<file path="config.mk">
export PLATFORM = sky130hd
export DESIGN_NAME = measure_sequencer
export DESIGN_NICKNAME = d
export VERILOG_FILES = /design/src/rtl/measure_pkg.sv /design/src/rtl/measure_sequencer_timer.sv /design/src/rtl/measure_sequencer.sv
export SDC_FILE = /design/constraint.sdc
export NUM_CORES = 1
export LEC_CHECK = 0
export ABC_AREA = 1
export CAP_MARGIN = 20
export CORE_MARGIN = 5
export CORE_UTILIZATION = 40
export CTS_BUF_LIST = sky130_fd_sc_hd__clkbuf_8
export DETAILED_ROUTE_END_ITERATION = 8
export GPL_TIMING_DRIVEN = 0
export MAX_ROUTING_LAYER = met4
export PLACE_DENSITY = 0.7
export SLEW_MARGIN = 30
export SYNTH_ARGS = -nofsm -noshare
export SYNTH_HDL_FRONTEND = slang
export SYNTH_SLANG_ARGS = --single-unit
export TNS_END_PERCENT = 100
</file>
<file path="constraint.sdc">
create_clock -name clk -period 3.85 [get_ports clk]
set_input_delay 0.77 -clock clk [delete_from_list [all_inputs] [get_ports clk]]
set_output_delay 0.77 -clock clk [all_outputs]
set_load 0.02 [all_outputs]
</file>
<file path="src/rtl/measure_pkg.sv">
// Shared definitions for the measurement sequencer: state codes, chip-select,
// mux and range encodings, and the output tag layout.
package measure_pkg;

    typedef logic [4:0] state_t;

    localparam state_t S_IDLE        = 5'd0;
    localparam state_t S_RANGE_SETUP = 5'd1;
    localparam state_t S_SET_REG     = 5'd2;
    localparam state_t S_WAIT_REG    = 5'd3;
    localparam state_t S_GEN_ON      = 5'd4;
    localparam state_t S_SET_MUX     = 5'd5;
    localparam state_t S_SETTLE      = 5'd6;
    localparam state_t S_ADC_START   = 5'd7;
    localparam state_t S_ADC_WAIT    = 5'd8;
    localparam state_t S_RANGE_EVAL  = 5'd9;
    localparam state_t S_PUSH1       = 5'd10;
    localparam state_t S_PUSH2       = 5'd11;
    localparam state_t S_NEXT_PHASE  = 5'd12;
    localparam state_t S_GEN_OFF     = 5'd13;
    localparam state_t S_MUX_OFF     = 5'd14;
    localparam state_t S_NEXT_MODE   = 5'd15;
    localparam state_t S_DONE        = 5'd16;

    localparam logic [1:0] CS_NONE = 2'b11;
    localparam logic [1:0] CS_REG  = 2'b10;
    localparam logic [1:0] CS_DAC  = 2'b01;

    localparam logic [2:0] MUX_NONE    = 3'b000;
    localparam logic [2:0] MUX_MN_NM   = 3'b001;
    localparam logic [2:0] MUX_CURRENT = 3'b010;

    localparam logic [2:0] DIAP_5V  = 3'b001;
    localparam logic [2:0] DIAP_10V = 3'b010;
    localparam logic [2:0] DIAP_20V = 3'b100;

    localparam int unsigned TAG_WORD_BIT  = 0;
    localparam int unsigned TAG_PHASE_LSB = 1;
    localparam int unsigned TAG_MODE_LSB  = 3;

    function automatic logic [5:0] make_tag(input logic [2:0] mode,
                                            input logic [1:0] phase,
                                            input logic       word);
        logic [5:0] t;
        t = '0;
        t[TAG_MODE_LSB +: 3]  = mode;
        t[TAG_PHASE_LSB +: 2] = phase;
        t[TAG_WORD_BIT]       = word;
        return t;
    endfunction

endpackage

</file>
<file path="src/rtl/measure_sequencer_timer.sv">
// seq_timer: loadable down-counter ticking either on generator periods or on
// every clock; expired flags a tick that arrives with the count already at zero.
module seq_timer #(
    parameter int unsigned WIDTH = 17
) (
    input  logic             clk,
    input  logic             rst,
    input  logic             load,
    input  logic             period_mode,
    input  logic [WIDTH-1:0] load_value,
    input  logic             gen_new_period,
    output logic             expired
);

    logic [WIDTH-1:0] count;
    logic             period_r;
    logic             tick;

    assign tick    = period_r ? gen_new_period : 1'b1;
    assign expired = tick && (count == '0);

    always_ff @(posedge clk) begin
        if (!rst) begin
            count    <= '0;
            period_r <= 1'b0;
        end else if (load) begin
            count    <= load_value;
            period_r <= period_mode;
        end else if (tick && (count != '0)) begin
            count <= count - WIDTH'(1);
        end
    end

endmodule

</file>
<file path="src/rtl/measure_sequencer.sv">
// Multi-mode measurement sequencer: an auto-range pass, then every enabled mode
// over NUM_PHASES mux phases, streaming tagged ADC words through valid/ready.
module measure_sequencer
    import measure_pkg::*;
#(
    parameter int unsigned               DATA_WIDTH     = 24,
    parameter int unsigned               NUM_MODES      = 5,
    parameter int unsigned               NUM_PHASES     = 2,
    parameter int unsigned               KEY_WIDTH      = 5,
    parameter logic [3*NUM_PHASES-1:0]   PHASE_MUX      = {MUX_MN_NM, MUX_CURRENT},
    parameter int unsigned               SETTLE_PERIODS = 2,
    parameter logic [DATA_WIDTH-1:0]     TH_5V          = DATA_WIDTH'(24'h200000),
    parameter logic [DATA_WIDTH-1:0]     TH_10V         = DATA_WIDTH'(24'h400000),
    parameter int unsigned               TIMEOUT_CYCLES = 65535
) (
    input  logic                              clk,
    input  logic                              rst,
    input  logic                              enable,
    input  logic                              abort,
    input  logic [NUM_MODES-1:0]              mode_mask,
    input  logic [(NUM_MODES+1)*KEY_WIDTH-1:0] mode_keys,
    output logic [1:0]                        cs_dac_reg,
    output logic                              reg_start,
    output logic [7:0]                        reg_data,
    input  logic                              reg_done,
    output logic                              gen_enable,
    input  logic                              gen_new_period,
    output logic [2:0]                        mux_chn,
    output logic                              adc_start,
    output logic                              adc_read_diapason,
    input  logic                              adc_done,
    input  logic [DATA_WIDTH-1:0]             adc_data_1,
    input  logic [DATA_WIDTH-1:0]             adc_data_2,
    output logic [DATA_WIDTH-1:0]             out_data,
    output logic [5:0]                        out_tag,
    output logic                              out_valid,
    input  logic                              out_ready,
    output logic [2:0]                        diap,
    output logic                              busy,
    output logic                              cycle_done,
    output logic                              error
);

    localparam int unsigned TW = $clog2(TIMEOUT_CYCLES + SETTLE_PERIODS + 1) + 1;
    localparam logic [TW-1:0] TIMEOUT_LOAD = TW'(TIMEOUT_CYCLES - 1);
    localparam logic [TW-1:0] SETTLE_LOAD  = TW'(SETTLE_PERIODS);

    state_t                  state;
    logic [2:0]              mode;
    logic [1:0]              phase;
    logic                    stop;
    logic [DATA_WIDTH-1:0]   d1;
    logic [DATA_WIDTH-1:0]   d2;

    logic                    tmr_load;
    logic                    tmr_period;
    logic [TW-1:0]           tmr_value;
    logic                    tmr_expired;
    logic [KEY_WIDTH-1:0]    cur_key;
    logic [2:0]              phase_code;
    logic                    next_found;
    logic [2:0]              next_mode;

    seq_timer #(.WIDTH(TW)) u_timer (
        .clk            (clk),
        .rst            (rst),
        .load           (tmr_load),
        .period_mode    (tmr_period),
        .load_value     (tmr_value),
        .gen_new_period (gen_new_period),
        .expired        (tmr_expired)
    );

    // One timer serves both the settle wait (period ticks) and the timeouts (clock ticks).
    always_comb begin
        tmr_load   = 1'b0;
        tmr_period = 1'b0;
        tmr_value  = TIMEOUT_LOAD;
        case (state)
            S_SET_REG, S_ADC_START: tmr_load = 1'b1;
            S_SET_MUX: begin
                tmr_load   = 1'b1;
                tmr_period = 1'b1;
                tmr_value  = SETTLE_LOAD;
            end
            default: ;
        endcase
    end

    always_comb begin
        cur_key    = mode_keys[32'(mode) * KEY_WIDTH +: KEY_WIDTH];
        phase_code = PHASE_MUX[32'(phase) * 3 +: 3];
        next_found = 1'b0;
        next_mode  = '0;
        for (int unsigned m = 1; m <= NUM_MODES; m++) begin
            if (!next_found && (m > 32'(mode)) && mode_mask[m-1]) begin
                next_found = 1'b1;
                next_mode  = 3'(m);
            end
        end
    end

    always_ff @(posedge clk) begin
        if (!rst) begin
            state             <= S_IDLE;
            mode              <= '0;
            phase             <= '0;
            stop              <= 1'b0;
            d1                <= '0;
            d2                <= '0;
            cs_dac_reg        <= CS_NONE;
            reg_start         <= 1'b0;
            reg_data          <= '0;
            gen_enable        <= 1'b0;
            mux_chn           <= MUX_NONE;
            adc_start         <= 1'b0;
            adc_read_diapason <= 1'b0;
            out_data          <= '0;
            out_tag           <= '0;
            out_valid         <= 1'b0;
            diap              <= DIAP_20V;
            busy              <= 1'b0;
            cycle_done        <= 1'b0;
            error             <= 1'b0;
        end else begin
            reg_start  <= 1'b0;
            adc_start  <= 1'b0;
            cycle_done <= 1'b0;
            if (abort && (state != S_IDLE)) begin
                out_valid         <= 1'b0;
                adc_read_diapason <= 1'b0;
                stop              <= 1'b1;
                state             <= S_GEN_OFF;
            end else begin
                case (state)
                    S_IDLE: if (enable) begin
                        busy  <= 1'b1;
                        mode  <= '0;
                        phase <= '0;
                        diap  <= DIAP_20V;
                        error <= 1'b0;
                        stop  <= 1'b0;
                        state <= S_RANGE_SETUP;
                    end
                    S_RANGE_SETUP: state <= S_SET_REG;
                    S_SET_REG: begin
                        cs_dac_reg <= CS_REG;
                        reg_data   <= 8'({diap, cur_key});
                        reg_start  <= 1'b1;
                        state      <= S_WAIT_REG;
                    end
                    S_WAIT_REG: begin
                        if (reg_done) begin
                            state <= S_GEN_ON;
                        end else if (tmr_expired) begin
                            error <= 1'b1;
                            stop  <= 1'b1;
                            state <= S_GEN_OFF;
                        end
                    end
                    S_GEN_ON: begin
                        gen_enable <= 1'b1;
                        cs_dac_reg <= CS_DAC;
                        state      <= S_SET_MUX;
                    end
                    S_SET_MUX: begin
                        mux_chn <= phase_code;
                        state   <= S_SETTLE;
                    end
                    S_SETTLE: if (tmr_expired) state <= S_ADC_START;
                    S_ADC_START: begin
                        adc_start         <= 1'b1;
                        adc_read_diapason <= (mode == '0);
                        state             <= S_ADC_WAIT;
                    end
                    S_ADC_WAIT: begin
                        if (adc_done) begin
                            d1                <= adc_data_1;
                            d2                <= adc_data_2;
                            adc_read_diapason <= 1'b0;
                            if (mode == '0) begin
                                state <= S_RANGE_EVAL;
                            end else begin
                                out_data  <= adc_data_1;
                                out_tag   <= make_tag(mode, phase, 1'b0);
                                out_valid <= 1'b1;
                                state     <= S_PUSH1;
                            end
                        end else if (tmr_expired) begin
                            adc_read_diapason <= 1'b0;
                            error             <= 1'b1;
                            stop              <= 1'b1;
                            state             <= S_GEN_OFF;
                        end
                    end
                    S_RANGE_EVAL: begin
                        if (d1 < TH_5V)       diap <= DIAP_5V;
                        else if (d1 < TH_10V) diap <= DIAP_10V;
                        else                  diap <= DIAP_20V;
                        state <= S_GEN_OFF;
                    end
                    // Word 1 is loaded on the word-0 handshake so both words go out back-to-back.
                    S_PUSH1: if (out_ready) begin
                        out_data <= d2;
                        out_tag  <= make_tag(mode, phase, 1'b1);
                        state    <= S_PUSH2;
                    end
                    S_PUSH2: if (out_ready) begin
                        out_valid <= 1'b0;
                        state     <= S_NEXT_PHASE;
                    end
                    S_NEXT_PHASE: begin
                        if (32'(phase) < NUM_PHASES - 1) begin
                            phase <= phase + 2'd1;
                            state <= S_SET_MUX;
                        end else begin
                            state <= S_GEN_OFF;
                        end
                    end
                    S_GEN_OFF: begin
                        gen_enable <= 1'b0;
                        cs_dac_reg <= CS_NONE;
                        state      <= S_MUX_OFF;
                    end
                    S_MUX_OFF: begin
                        mux_chn <= MUX_NONE;
                        state   <= stop ? S_DONE : S_NEXT_MODE;
                    end
                    S_NEXT_MODE: begin
                        if (next_found) begin
                            mode  <= next_mode;
                            phase <= '0;
                            state <= S_SET_REG;
                        end else begin
                            state <= S_DONE;
                        end
                    end
                    S_DONE: begin
                        cycle_done <= 1'b1;
                        busy       <= 1'b0;
                        state      <= S_IDLE;
                    end
                    default: state <= S_IDLE;
                endcase
            end
        end
    end

endmodule
</file>
* After elaboration in Yosys (flattened, before gate mapping) *
Index checks and enable logic that the tools add are counted.

storage, ports and cells
  word-level logic and storage cells = 197
  bits of input ports = 91
  flip-flop bits (word level) = 132
  output and inout bits = 54

cells by class
  shift-type cells = 2
  multiply operators = 2
  muxes and demuxes = 73
  add/sub/neg operators = 2
  reductions and logical operators = 52
  order comparisons = 8
  bitwise operators = 2
  eq/ne operators = 33

operator list
  kind                     number
  $pmux W5 S16             1
  $mux W24                 3
  $pmux W24 S2             1
  $mux W5                  9
  $eq A5 B4 Y1 const B     8
  $mux W18                 2
  $shiftx A30 B7 Y5        1
  $mux W3                  9
  $mux W1                  26
  $lt A24 B22 Y1 const B   1
  $lt A24 B23 Y1 const B   1
  $ne A3 B3 Y1 const B     7
  $eq A5 B3 Y1 const B     4
  $ne A2 B2 Y1 const B     10
  $reduce_and A4 Y1        5
  $logic_not A18 Y1        1
  $mux W6                  3
  $pmux W3 S2              3
  $reduce_bool A18 Y1      1
  $reduce_bool A2 Y1       9
  $sub A18 B1 Y18 const B  1
  $mux W16                 1
  $reduce_and A5 Y1        3
  $logic_and A1 B1 Y1      12
  other kinds (28)         52

* Longest topological paths before layout *
Gate-level depths: netlist of the first run.

  depth in word-level cells = 22
  depth in mapped cells = 13
  gate-level depth less buffers = 13

* Cells and area by module *
Synthesis of the first run repeated with hierarchy kept, for this count alone.

unflattened totals
  cells, all modules = 869
  area, all modules = 5683.0 µm²

modules (own cells, without submodules)
  module             instances  area an instance (µm²)  cells each  seq. area each (µm²)
  measure_sequencer  1          4366.7                  650         1821.7
  seq_timer          1          1316.3                  219         380.4

* Least setup slack after synthesis of the first run *
Ideal clock, no wire load.

  path type = input to register
  from = input port rst
  to = register u_timer.count[16]
  data required time = 3.770 ns
  stages on the path = 5
  path buffers = 1
  arrival = 1.726 ns
  slack = 2.044 ns
  cells stage by stage = clkbuf_1 clkinv_1 nor2_4 inv_1 nor3b_1

RTL lines
  element                 line                           source
  start: declaration      measure_sequencer.sv:17        input logic rst,
  end signal: assignment  measure_sequencer_timer.sv:27  count <= load_value;
  end signal: assignment  measure_sequencer_timer.sv:30  count <= count - WIDTH'(1);
  end: declaration        measure_sequencer_timer.sv:15  logic [WIDTH-1:0] count;

* Worst setup path after layout of the first run *
  from = register diap[1]
  to = output port diap[1]

RTL lines
  element                   line                      source
  start: declaration        measure_sequencer.sv:38   output logic [2:0] diap,
  start signal: assignment  measure_sequencer.sv:121  diap <= DIAP_20V;
  start signal: assignment  measure_sequencer.sv:140  diap <= DIAP_20V;
  start signal: assignment  measure_sequencer.sv:197  if (d1 < TH_5V) diap <= DIAP_5V;

No word-level cell between the ends.

==> flow_summary.yaml, run 1 <==
critical_path:
  path_buf_inv: 1
  crit_cells: 1
  path_cells: "clkdlybuf4s50_1"
  worstSetupPathType: "reg2out"
  crit_path_max_incr_delay_ns: 0.65
  slowest_stage: "clkdlybuf4s50_1"
  cp_top_family: "buffers and inverters"
  cp_data_required_time_ns: 3.08
  reg2regPathDepth: 9
  reg2reg_slack_ns: 1.83
  end_kind: "primary output"
  crit_fanout: 3
  cp-startpoint: "diap[1]$_SDFFE_PN0P_"
  rr_startpoint: "u_timer.count[0]$_SDFFE_PN0P_"
  start_kind: "flip-flop"
  endpoint: "diap[1]"
  rr_endpoint: "state[2]$_SDFFE_PN0P_"
  arrival_ns: 1.43
placed_design:
  preCtsSetupSlack_ns: 1.48
  io_buffer_count: 142
  postPlaceCellArea_mm2: 0.00722
  routabilityCongestion: 0.925
  dp_hpwl_um: 12900
yosys:
  synth-seq-cells: 110
  synth_nets: 919
  synth_top_cell_by_area: "dfxtp_1"
  syn_inst: 824
  ys.warnings.count: 0
  synth_edf_count: 0
  synthArstFlopShare_pct: 0
  synthDistinctLibCells: 46
  synth_top_flop_cell: "dfxtp_1"
  synth_seq_area_share_pct: 39.5
  synthTopCellsByArea: "dfxtp_1, nor2_1, nand2_1, o21ai_0, inv_1"
  avgSynthCellArea_um2: 6.77
  netlist.area_leader.share_pct: 39.5
  syn_area_mm2: 0.00558
timing:
  setup_viol_count_final: 0
  max_freq_mhz: 455
  fin_skew_ns: 0.00774
  hold-worst-slack_ns: 0.454
  hold_violations: 0
  fin_ws_ns: 1.65
  slew_headroom_pct: 63.6
  period_needed_ns: 2.20
  rsz0062_at_grt: "false"
  drv_slew: 0
  fin_setup_tns_ns: 0
  fin_crit_sh_pct: 57.1
  tightest_slew_ns: 0.546
drt:
  routedWlPerCell_um: 14.4
  antenna_left: 0
  dr.first_iter.drc_count: 392
  via_per_inst: 4.89
  drt_first_pass_iters: 9
  vias: 5680
  wl_um: 16700
  drc: 1
clock_network:
  clkLatencyLatePin_ns: 0.39
  cts_buffers: 9
  ctsHoldBuffers: 0
  cts_buffer_depth: 2
  cts_tree: "yes"
  cts_sinks: 110
  ctsHtreeMaxLevel: 3
  cts_root_buffer: "clkbuf_8"
  cts_resized: 0
  cts_setup_buffers: 0
  clk_pin_slew_ns: 0.11
die:
  dieArea_mm2: 0.0164
  rows: 43
  core_mm2: 0.0138
  die_h_um: 128
  initial_core_util_pct: 40.5
  io_pins: 145
  die_x_um: 128
global_route:
  overflow: 0
  antenna_found_initial: 0
  grt_pass1_wl_um: 26800
  grt_pass1_vias: 5459
  grt_max_degree: 20
  grt_usage_pct: 20.9
outcome:
  outcome: "finished, violations left"
  violations: "design-rule violations"
min_path:
  hold_path_depth: 2
  hold_path_class: "reg2reg"
power_and_ir_drop:
  p_sw_w: 0.00217
  comb_power_share_pct: 51.8
  total_power_w: 0.00477
  p_leak_nw: 3.12
  vdd_drop_max_mv: 0.358
  intPower_w: 0.00260
  power_switching_share_pct: 45.5
  p_per_area_mw_per_mm2: 644
  clock_power_share_pct: 14.5
  p_seq_share_pct: 33.7
finish:
  diodes: 0
  largest_registers: "d2: 24 flops, out_data: 24 flops, u_timer.count: 18 flops"
  final_common_cell: "nor2_1"
  area.growth.synth_to_final_pct: 32.9
  drive_gt1_share_pct: 9.88
  layout.nets: 1072
  final_area_mm2: 0.00741
  most-common-layout-cells: "nor2_1, nand2_1, clkdlybuf4s50_1"
job:
  max-cap-violations: 0
## stage by stage
step	cells	util (%)
after floorplan	824	-
after global placement	1146	52.5
after detailed placement	1146	52.5
after CTS	1162	53.8
after global routing	1162	53.8
final	1162	53.8
## area by class of cell
| class | instances | area [µm²] |
|---|---|---|
| fill | 1380 | 6360 |
| multi-input combinational | 593 | 2860 |
| sequential | 110 | 2200 |
| timing repair buffer | 142 | 1420 |
| inverter | 90 | 343 |
| tap | 180 | 225 |
| buffer | 31 | 178 |
| clock buffer | 10 | 138 |
| clock inverter | 6 | 51.3 |
## routing by layer
metal / GRT usage, % / vias to the layer above / wire [µm]
li1: - / 2969 / -
met1: 26.2 / 2531 / 7650
met2: 33.5 / 156 / 7680
met3: 6.08 / 24 / 1090
met4: 4.99 / 0 / 255
met5: - / - / 0
## Yosys cell counts (all sizes together) (2+ instances only)
master  count
nor2      174
or2         6
clkbuf     12
nand3      27
a211oi      2
o21a        4
xor2        3
nand2     156
ha          4
o211ai      3
buf        19
clkinv      2
a21oi      60
xnor2       2
a41oi       3
o21ai     122
nand4       7
nor3b       2
o22ai       3
inv        88
nor3        9
dfxtp     110
## cell families after synthesis
group                    share of synthesized area (%)
flip-flops                                        39.5
buffers and inverters                             9.33
other                                           0.0672
AO/OA/AOI/OAI                                     19.7
AND/OR/NAND/NOR                                   29.8
adder cells (fa/ha/maj)                          0.897
XOR/XNOR                                         0.785
## power groups by stage
| stage | registers, W | clock network (W) | logic [W] |
|---|---|---|---|
| 6_report | 0.00161 | 0.000694 | 0.00247 |
| 5_1_grt | 0.00164 | 0.000759 | 0.00279 |
| 4_1_cts | 0.00161 | 0.000712 | 0.00247 |
| 3_5_place_dp | 0.00163 | 0 | 0.00245 |
| 3_3_place_gp | 0.00162 | 0 | 0.00244 |
| 2_1_floorplan | 0.00171 | 0 | 0.00162 |
## how the worst min path moves through the flow
stage / slack (ns) / start / end
2_1_floorplan: 0.42 / d2[15]$_SDFFE_PN0P_ / d2[15]$_SDFFE_PN0P_
3_3_place_gp: 0.44 / d2[22]$_SDFFE_PN0P_ / d2[22]$_SDFFE_PN0P_
3_5_place_dp: 0.44 / error$_SDFFE_PN0P_ / error$_SDFFE_PN0P_
4_1_cts: 0.46 / d2[21]$_SDFFE_PN0P_ / d2[21]$_SDFFE_PN0P_
5_1_grt: 0.48 / d2[8]$_SDFFE_PN0P_ / d2[8]$_SDFFE_PN0P_
6_report: 0.45 / d2[21]$_SDFFE_PN0P_ / d2[21]$_SDFFE_PN0P_
## worst min-delay path, delay by kind of cell (launching register included)
family	cells	cell delay (ns)
buffers and inverters	1	0.05
AOI/OAI and AO/OA	1	0.05
DFF	1	0.32
Power figures use the tool's default switching activity.
==> inputs of run 2 (changes only) <==
- PLACE_DENSITY: 0.7 -> 0.72
- clock period: 3.85 -> 1.9 ns (I/O delays scaled with it)
==> run 2 against run 1 <==
  * The flow now finishes without violations
  * Clock power rose by 99%
  * Count of clock-buffer cells in the layout unchanged
  * Via count increased by 0.97%
  * Power increased by 110%
  * Design area up 1.1%
  * Sequential power rose by 100%
  * First-iteration DRC count shrank 0.51%
  * Global-route usage decreased by 0.40 points
  * Wire length fell by 1.1%
  * Setup slack worse by 1.6 ns
  * Sequential share of layout area fell by 0.21 points
  * Largest cell class unchanged
==> flow_summary.yaml, run 2 (synthesis results as in run 1) <==
timing:
  fin_crit_sh_pct: 95.3
  hold_violations: 0
  drv_slew: 0
  fin_ws_ns: 0.0895
  rsz0062_at_grt: "false"
  slew_headroom_pct: 64.6
  hold-worst-slack_ns: 0.454
  setup_viol_count_final: 0
  period_needed_ns: 1.81
  max_freq_mhz: 552
  fin_skew_ns: 0.00972
  tightest_slew_ns: 0.531
global_route:
  overflow: 0
  antenna_found_initial: 0
  grt_usage_pct: 20.5
  grt_pass1_vias: 5342
  grt_pass1_wl_um: 26300
  grt_max_degree: 19
finish:
  largest_registers: "d2: 24 flops, out_data: 24 flops, u_timer.count: 18 flops"
  n_fill_cell: 1426
  drive_gt1_share_pct: 11.7
  diodes: 0
  final_common_cell: "nor2_1"
  final-seq-area_mm2: 0.00221
  most-common-layout-cells: "nor2_1, clkdlybuf4s50_1, nand2_1"
  multi_input_area_mm2: 0.00292
  area.growth.synth_to_final_pct: 34.3
  final_util_pct: 54.4
  layout.nets: 1073
  final_area_mm2: 0.00749
critical_path:
  cp_top_family: "buffers and inverters"
  start_kind: "flip-flop"
  reg2reg_slack_ns: 0.14
  crit_fanout: 2
  rr_startpoint: "state[1]$_SDFFE_PP0P_"
  arrival_ns: 1.43
  path_cells: "clkdlybuf4s50_1"
  end_kind: "primary output"
  reg2regPathDepth: 8
  slowest_stage: "clkdlybuf4s50_1"
  crit_path_max_incr_delay_ns: 0.63
  cp-startpoint: "mux_chn[1]$_SDFFE_PN0P_"
  path_buf_inv: 1
  crit_cells: 1
  worstSetupPathType: "reg2out"
  rr_endpoint: "diap[1]$_SDFFE_PN0P_"
  cp_data_required_time_ns: 1.52
placed_design:
  io_buffer_count: 142
  preCtsSetupSlack_ns: -0.0663
  dp_hpwl_um: 12800
  postPlaceCellArea_mm2: 0.00722
  routabilityCongestion: 0.933
drt:
  drt_first_pass_iters: 5
  dr.first_iter.drc_count: 390
  via_per_inst: 4.93
  routedWlPerCell_um: 14.2
  antenna_left: 0
  drc: 0
  wl_um: 16500
  vias: 5735
die:
  io_pins: 145
  rows: 43
  core_mm2: 0.0138
  die_h_um: 128
  die_x_um: 128
  initial_core_util_pct: 40.5
  dieArea_mm2: 0.0164
job:
  max-cap-violations: 0
min_path:
  hold_path_class: "reg2reg"
  hold_path_end: "error$_SDFFE_PN0P_"
  holdCritStartpoint: "error$_SDFFE_PN0P_"
  hold_path_depth: 2
power_and_ir_drop:
  p_leak_nw: 3.16
  vdd_drop_max_mv: 0.472
  p_per_area_mw_per_mm2: 1310
clock_network:
  ctsHtreeMaxLevel: 3
  cts_buffer_depth: 2
  cts_buffers: 9
  clkLatencyLatePin_ns: 0.39
  cts_tree: "yes"
  clk_pin_slew_ns: 0.11
  cts_root_buffer: "clkbuf_8"
  cts_sinks: 110
  ctsHoldBuffers: 0
outcome:
  outcome: "completed"
==> run 2: cell types whose count changed in the layout (fill, tap and decap cells not counted), moves of 2 or more <==
| cell | delta |
|---|---|
| buf_2 | -2 |
| buf_4 | +2 |
| dfxtp_1 | -6 |
| dfxtp_2 | +6 |
| nand2_1 | -3 |
| nand2_4 | +2 |
| nor2_1 | -4 |
| nor2_2 | +3 |
| o21ai_0 | -2 |
| o21ai_1 | +2 |
==> run 2: worst max-delay path by stage <==
stage / slack [ns] / end
floorplan: 0.28 / u_timer.count[13]$_SDFFE_PN0P_
global placement: -0.09 / u_timer.count[16]$_SDFFE_PN0P_
detailed placement: -0.07 / diap[0]$_SDFFE_PN0P_
CTS: 0.004 / u_timer.count[13]$_SDFFE_PN0P_
global route: 0.01 / out_data[15]$_SDFFE_PN0P_
finish: 0.09 / mux_chn[1]
==> run 2: final cells by class <==
class | count | area share [%]
multi-input combinational | 593 | 38.9
tap | 180 | 3.01
timing repair buffer | 143 | 19.1
inverter | 90 | 4.58
sequential | 110 | 29.5
clock inverter | 6 | 0.618
clock buffer | 10 | 1.84
buffer | 31 | 2.45
==> run 2: repair_timing <==
action	4_1_cts	5_1_grt
setup endpoints to repair	10	90
resized for setup	2	28
buffers inserted	0	1
hold endpoints to repair	0	0
pin swaps	1	2
==> run 2: stage by stage <==
step	std cells	TNS, ns	total power [W]
6_report	1163	0	0.00979
5_1_grt	1163	0	0.0106
3_5_place_dp	1146	-0.369	0.00826
4_1_cts	1162	0	0.00970
3_3_place_gp	1146	-0.691	0.00822
2_1_floorplan	824	0	0.00674
==> run 2: power breakdown <==
group          switching (W)  total, W  internal [W]
clock               0.000854   0.00138      0.000525
combinational        0.00318   0.00513       0.00196
sequential          0.000426   0.00328       0.00285
total                0.00446   0.00979       0.00533
==> run 2: routing by layer <==
metal	track usage, %	part of all wire, %	wire length, µm
met1	26.6	45	7490
met2	32.2	46	7600
met3	5.58	7.1	1170
met4	4.68	1.4	232
met5	-	0	0
